## src/rtl/hazard_ctrl.sv

```systemverilog
// hazard_ctrl: pipeline sequencing for the five-stage core's register walls.
// Produces the memory-wait freeze, the load-use bubble, the branch squash,
// the execute-stage forwarding selects, a saturating stall-cycle counter
// and a sticky memory-timeout flag. State moves on the falling clock edge,
// the same edge that clocks the register walls.
// WAIT_TIMEOUT is expected to be at least 2.
module hazard_ctrl #(
  parameter int WAIT_TIMEOUT = 64,
  parameter int CNT_W        = 16
) (
  input  logic             clock,
  input  logic             reset,
  input  logic [4:0]       id_ra_addr,
  input  logic [4:0]       id_rt_addr,
  input  logic             id_use_ra,
  input  logic             id_use_rt,
  input  logic [4:0]       ex_ra_addr,
  input  logic [4:0]       ex_rt_addr,
  input  logic             ex_do_dm_read,
  input  logic [4:0]       ex_write_reg_addr,
  input  logic             ex_branch_taken,
  input  logic             mem_do_reg_write,
  input  logic [4:0]       mem_write_reg_addr,
  input  logic             wb_do_reg_write,
  input  logic [4:0]       wb_write_reg_addr,
  input  logic             dm_req,
  input  logic             dm_ack,
  output logic             do_hazard,
  output logic             do_flush_REG1,
  output logic             do_stall,
  output logic [1:0]       fwd_ra_sel,
  output logic [1:0]       fwd_rt_sel,
  output logic [CNT_W-1:0] stall_count,
  output logic             mem_timeout
);

  localparam int WCW = $clog2(WAIT_TIMEOUT + 1);
  localparam logic [WCW-1:0] WAIT_LAST = WCW'(WAIT_TIMEOUT - 1);

  typedef enum logic {
    RUN      = 1'b0,
    MEM_WAIT = 1'b1
  } state_t;

  state_t           state_q, state_d;
  logic [WCW-1:0]   wait_q, wait_d;
  logic             flush_pending_q, flush_pending_d;
  logic             timeout_q, timeout_d;
  // Set when an access times out; keeps a still-asserted dm_req of the
  // abandoned access from starting a fresh stall.
  logic             abandon_q, abandon_d;
  logic [CNT_W-1:0] cnt_q, cnt_d;

  logic             stall;
  logic             load_use;
  logic             hazard;
  logic             flush;

  // State register and all counters/flags, updated with the walls.
  always_ff @(negedge clock) begin
    if (reset) begin
      state_q         <= RUN;
      wait_q          <= '0;
      flush_pending_q <= 1'b0;
      timeout_q       <= 1'b0;
      abandon_q       <= 1'b0;
      cnt_q           <= '0;
    end else begin
      state_q         <= state_d;
      wait_q          <= wait_d;
      flush_pending_q <= flush_pending_d;
      timeout_q       <= timeout_d;
      abandon_q       <= abandon_d;
      cnt_q           <= cnt_d;
    end
  end

  // Memory-wait FSM: next state, wait counter, timeout and the freeze.
  always_comb begin
    state_d   = state_q;
    wait_d    = wait_q;
    timeout_d = timeout_q;
    abandon_d = abandon_q;
    stall     = 1'b0;
    case (state_q)
      RUN: begin
        if (abandon_q) begin
          if (!dm_req || dm_ack) begin
            abandon_d = 1'b0;
          end
        end else if (dm_req && !dm_ack) begin
          stall   = 1'b1;
          wait_d  = WCW'(1);
          state_d = MEM_WAIT;
        end
      end
      MEM_WAIT: begin
        if (dm_ack) begin
          wait_d  = '0;
          state_d = RUN;
        end else begin
          stall = 1'b1;
          if (wait_q == WAIT_LAST) begin
            // This cycle is the last allowed wait: give up on the access.
            timeout_d = 1'b1;
            abandon_d = 1'b1;
            wait_d    = '0;
            state_d   = RUN;
          end else begin
            wait_d = wait_q + WCW'(1);
          end
        end
      end
      default: begin
        state_d = RUN;
        wait_d  = '0;
      end
    endcase
  end

  // Load-use bubble and branch squash, with freeze > bubble > squash.
  always_comb begin
    load_use = ex_do_dm_read && (ex_write_reg_addr != 5'd0) &&
               ((id_use_ra && (id_ra_addr == ex_write_reg_addr)) ||
                (id_use_rt && (id_rt_addr == ex_write_reg_addr)));
    hazard   = load_use && !stall;
    flush    = (ex_branch_taken || flush_pending_q) && !stall && !hazard;
    // A suppressed branch is remembered until its single flush goes out.
    flush_pending_d = flush_pending_q;
    if (flush) begin
      flush_pending_d = 1'b0;
    end else if (ex_branch_taken) begin
      flush_pending_d = 1'b1;
    end
  end

  // Saturating count of frozen or bubbled cycles.
  always_comb begin
    cnt_d = cnt_q;
    if ((stall || hazard) && (cnt_q != {CNT_W{1'b1}})) begin
      cnt_d = cnt_q + CNT_W'(1);
    end
  end

  // Forwarding: operand 0 is ra, operand 1 is rt. Memory stage wins over
  // writeback; r0 is hard-wired zero and never forwarded.
  logic [4:0] ex_src_addr [2];
  logic [1:0] fwd_sel     [2];

  assign ex_src_addr[0] = ex_ra_addr;
  assign ex_src_addr[1] = ex_rt_addr;

  generate
    for (genvar gi = 0; gi < 2; gi++) begin : g_fwd
      logic mem_hit;
      logic wb_hit;
      assign mem_hit = mem_do_reg_write && (mem_write_reg_addr != 5'd0) &&
                       (mem_write_reg_addr == ex_src_addr[gi]);
      assign wb_hit  = wb_do_reg_write && (wb_write_reg_addr != 5'd0) &&
                       (wb_write_reg_addr == ex_src_addr[gi]);
      assign fwd_sel[gi] = mem_hit ? 2'd1 : (wb_hit ? 2'd2 : 2'd0);
    end
  endgenerate

  assign fwd_ra_sel    = fwd_sel[0];
  assign fwd_rt_sel    = fwd_sel[1];
  assign do_stall      = stall;
  assign do_hazard     = hazard;
  assign do_flush_REG1 = flush;
  assign stall_count   = cnt_q;
  assign mem_timeout   = timeout_q;

endmodule

```

## config.mk

```make
export PLATFORM = sky130hd
export DESIGN_NAME = hazard_ctrl
export DESIGN_NICKNAME = d
export VERILOG_FILES = /design/src/rtl/hazard_ctrl.sv
export SDC_FILE = /design/constraint.sdc
export NUM_CORES = 1
export LEC_CHECK = 0
export BUFFER_PORTS_ARGS = -buffer_cell sky130_fd_sc_hd__buf_2
export CAP_MARGIN = 20
export CORE_ASPECT_RATIO = 1.2
export CORE_MARGIN = 2
export CORE_UTILIZATION = 53
export CTS_CLUSTER_DIAMETER = 30
export DETAILED_ROUTE_END_ITERATION = 10
export HOLD_SLACK_MARGIN = 0.08
export PLACE_DENSITY = 0.95
export SYNTH_ARGS = -nofsm -noshare
export SYNTH_HDL_FRONTEND = slang
export SYNTH_SLANG_ARGS = --single-unit
```

## constraint.sdc

```tcl
create_clock -name clock -period 4.3 [get_ports clock]
set_input_delay 0.215 -clock clock [delete_from_list [all_inputs] [get_ports clock]]
set_output_delay 0.215 -clock clock [all_outputs]
set_load 0.05 [all_outputs]
```

* After elaboration in Yosys (flattened, before gate mapping)
Index checks and enable logic that the tools add are counted.
** Storage, ports and cells
- Output and inout port bits :: 24
- Memories kept :: 0
- Register bits :: 27
- Word-level logic and storage cells :: 73
- Latch bits :: 0
- Input bits :: 45
- Bits in read-only memories :: 0
- Bits in writable memories :: 0
** Cells by class
- Div/mod/pow operators :: 0
- Bitwise gates (word level) :: 2
- Reductions and logical operators :: 30
- Multiplexer cells :: 21
- Add/subtract/negate cells :: 2
- $lt $le $gt $ge :: 0
- Multipliers :: 0
- Equality and inequality tests :: 12
- Shift operators :: 0
** Operator list (count)
- 5-bit == test :: 6
- 7-bit 2-to-1 mux :: 4
- 16-bit by 1-bit adder with 16-bit output, second input constant :: 1
- 16-bit != test, second input constant :: 1
- 1-bit logical AND :: 15
- 5-bit nonzero test :: 3
- 7-bit case mux with 2 select lines :: 1
- 1-bit 2-to-1 mux :: 9
- 2-bit 2-to-1 mux :: 4
- 7-bit by 1-bit adder with 7-bit output, second input constant :: 1
- 7-bit by 6-bit == test with 1-bit output, second input constant :: 1
- 2-bit != test, second input constant :: 3
- 1-bit case mux with 2 select lines :: 3
- 1-bit zero test :: 4
- 1-bit logical OR :: 4
- 2-bit AND reduction :: 2
- 3-bit AND reduction :: 1
- 2-bit by 1-bit != test with 1-bit output, second input constant :: 1
- 1-bit inverter :: 2
- 2-bit OR reduction :: 1

* Logic depth before layout (Yosys ltp)
- Word-level depth :: 10
- Depth in mapped cells :: 9
- Mapped depth without buffers :: 7

==> run summary <==
Lkg Pwr = 0.001041 uW
Post-Route WL = 4675 um
IO Count = 69
Yosys reg bits = 27
# nets final = 361
GRT Overall Usage = 23.44%
cell area power density = 267.9 mW/mm2
iteration-0 DRC count of the detailed router = 109
worst hold slack = 0.4513 ns
synthesized area = 0.001788 mm2
Vias = 1,995
final setup TNS = 0 ns
Max-slew headroom = 65.06%
antenna cells = 0
Yosys top cell area share = 30.23%
DR vias/cell = 5.700
outcome = completed
CTS Hold Bufs = 0
unrepaired setup endpoints after global routing = no
initial core utilization = 54.50%
input/output buffers = 68
Max Slew Vio Count = 0
Cells after Synth = 220
Ys Warns = 0
Clock Sinks = 27
gr ovfl total = 0
clk slew on worst S/H paths = 0.03 ns
first-pass GRT wire length = 7355 um
most frequent cells in the layout = 67 x buf_2, 30 x inv_1, 27 x dfxtp_1
area grow syn2layout = 28.27%
core box area = 0.003281 mm2
CP Capture Type = output port
Post CTS Setup Buffer Count = 0
dominant cells by area after synthesis = dfxtp_1 30%, xnor2_1 7.8%, xor2_1 6.9%
area taken by multi-input logic gates = 0.001180 mm2
area leader, netlist = dfxtp_1
CP Class = reg2out
Startpoint Class = register
Seq/Total Area, Yosys = 30.23%
row cnt = 23
DR pass1 iterations = 4
class of the most critical hold timing path = reg2reg
max_cap viols = 0
largest net degree at the start of global routing = 31
Net Count, Synth = 267
Netlist cell types = 43
Req. time, crit path = 4.09 ns
slew of the pin with the lowest slew margin = 0.5241 ns
Worst Path Arrival = 3.98 ns
Reg area = 540.5 um2
Async SR Flop Fraction = 0%
vias in the first global route = 1,838
gpl congestion = 0.8690
Worst VDD drop = 0.2334 mV
Hold Path Stages = 2
H-tree lvl count = 1
CTS Buf Count = 3
Clock Latency Late Sink = 0.35 ns
R2R depth = 8
Clock Path Buffers = 2
DRT antenna net count = 0
DR WL/cell = 13.36 um
initial antenna violation count = 0
final setup vio count = 0
CTS tree = built
Final Hold Fails = 0
full die area = 0.003856 mm2
layout cells sized above 1 = 26.84%
Post-synth top flop = dfxtp_1
DRC = 0
CP max FO = 8
Fill cells = 249
Worst Clk Skew = 0.01719 ns
Root Driver = clkbuf_8
Avg Cell Area, Syn = 8.127 um2
Post-synth EDFFs = 0
chip height = 67.63 um
post-CTS sizing = 1
Final HPWL DP = 3286 um
die width = 57.02 um
commonest non-fill, non-tap cell in the layout = buf_2
[logic make-up after synthesis]
group | Yosys count | synth area share, %
adder cells (fa/ha/maj) | 2 | 1.399
XOR/XNOR | 30 | 14.70
AO/OA/AOI/OAI | 48 | 17.01
flip-flops | 27 | 30.23
AND/OR/NAND/NOR | 98 | 30.37
buffers and inverters | 12 | 4.199
multiplexers | 3 | 2.099
[area by class of cell]
cell class	count	share of cell area, %
Clock inverter	28	4.583
Clock buffer	3	1.800
Multi-Input combinational cell	181	51.45
Timing Repair Buffer	72	16.26
Inverter	2	0.3273
Sequential cell	27	23.57
Tap cell	37	2.019
[flip-flops by register name (all words and copies together), names as in the netlist]
| name | count |
|---|---|
| abandon_q | 1 |
| state_q | 1 |
| wait_q | 7 |
| stall_count | 16 |
| flush_pending_q | 1 |
| mem_timeout | 1 |
[worst paths after layout]
path	to	from	slack, ns
worst max-delay path	do_flush_REG1	state_q	0.11
worst min-delay path	mem_timeout	mem_timeout	0.45
worst min register to register	mem_timeout	mem_timeout	0.45
worst max register to register	stall_count[8]	stall_count[0]	1.99
[critical path, stage by stage (launching register included)]
cell and delay [ns]:
dfxtp_1 0.38, nand2b_4 0.13, or2b_2 0.36, a21o_1 0.27
nor2_1 0.14, buf_4 0.21
[routing by layer]
metal	up-vias	global-route usage, %	share of wire [%]
met4	0	11.34	1.0
met3	5	6.130	8.3
met5	-	0	0
li1	997	-	-
met2	95	42.53	49
met1	898	25.26	42
[power by group]
group	internal [uW]	switching, uW	total (uW)
Clock	97.1	148	245
Combinational	46.9	63.1	110
Sequential	255	4.31	259
Total	399	215	614
[through the flow]
stage                     worst slack, ns  power, uW  area, um2  util (%)  instances
final                              0.1074      614.4       2293     69.91        350
after CTS                         0.04699      620.3       2286     69.68        350
after detailed placement           0.2195      410.8       2141     65.26        320
after global routing              0.05283      653.1       2293     69.91        350
after floorplan                   0.04408      368.9       1788         -        220
after global placement             0.2575      407.9       2141     65.26        320
[cell usage after synthesis (3+ instances only)]
cell,number
dfxtp_1,27
nor2_1,24
a21oi_1,19
xnor2_1,16
nand3_1,15
xor2_1,14
or4_1,13
nand2_1,12
o31ai_1,8
o21ai_0,6
and3_1,5
buf_4,4
nand4_1,4
nor3b_1,4
nor4_1,4
o21ai_1,4
inv_1,3
nor2b_1,3
or3_1,3
(Power assumes the default switching activity.)
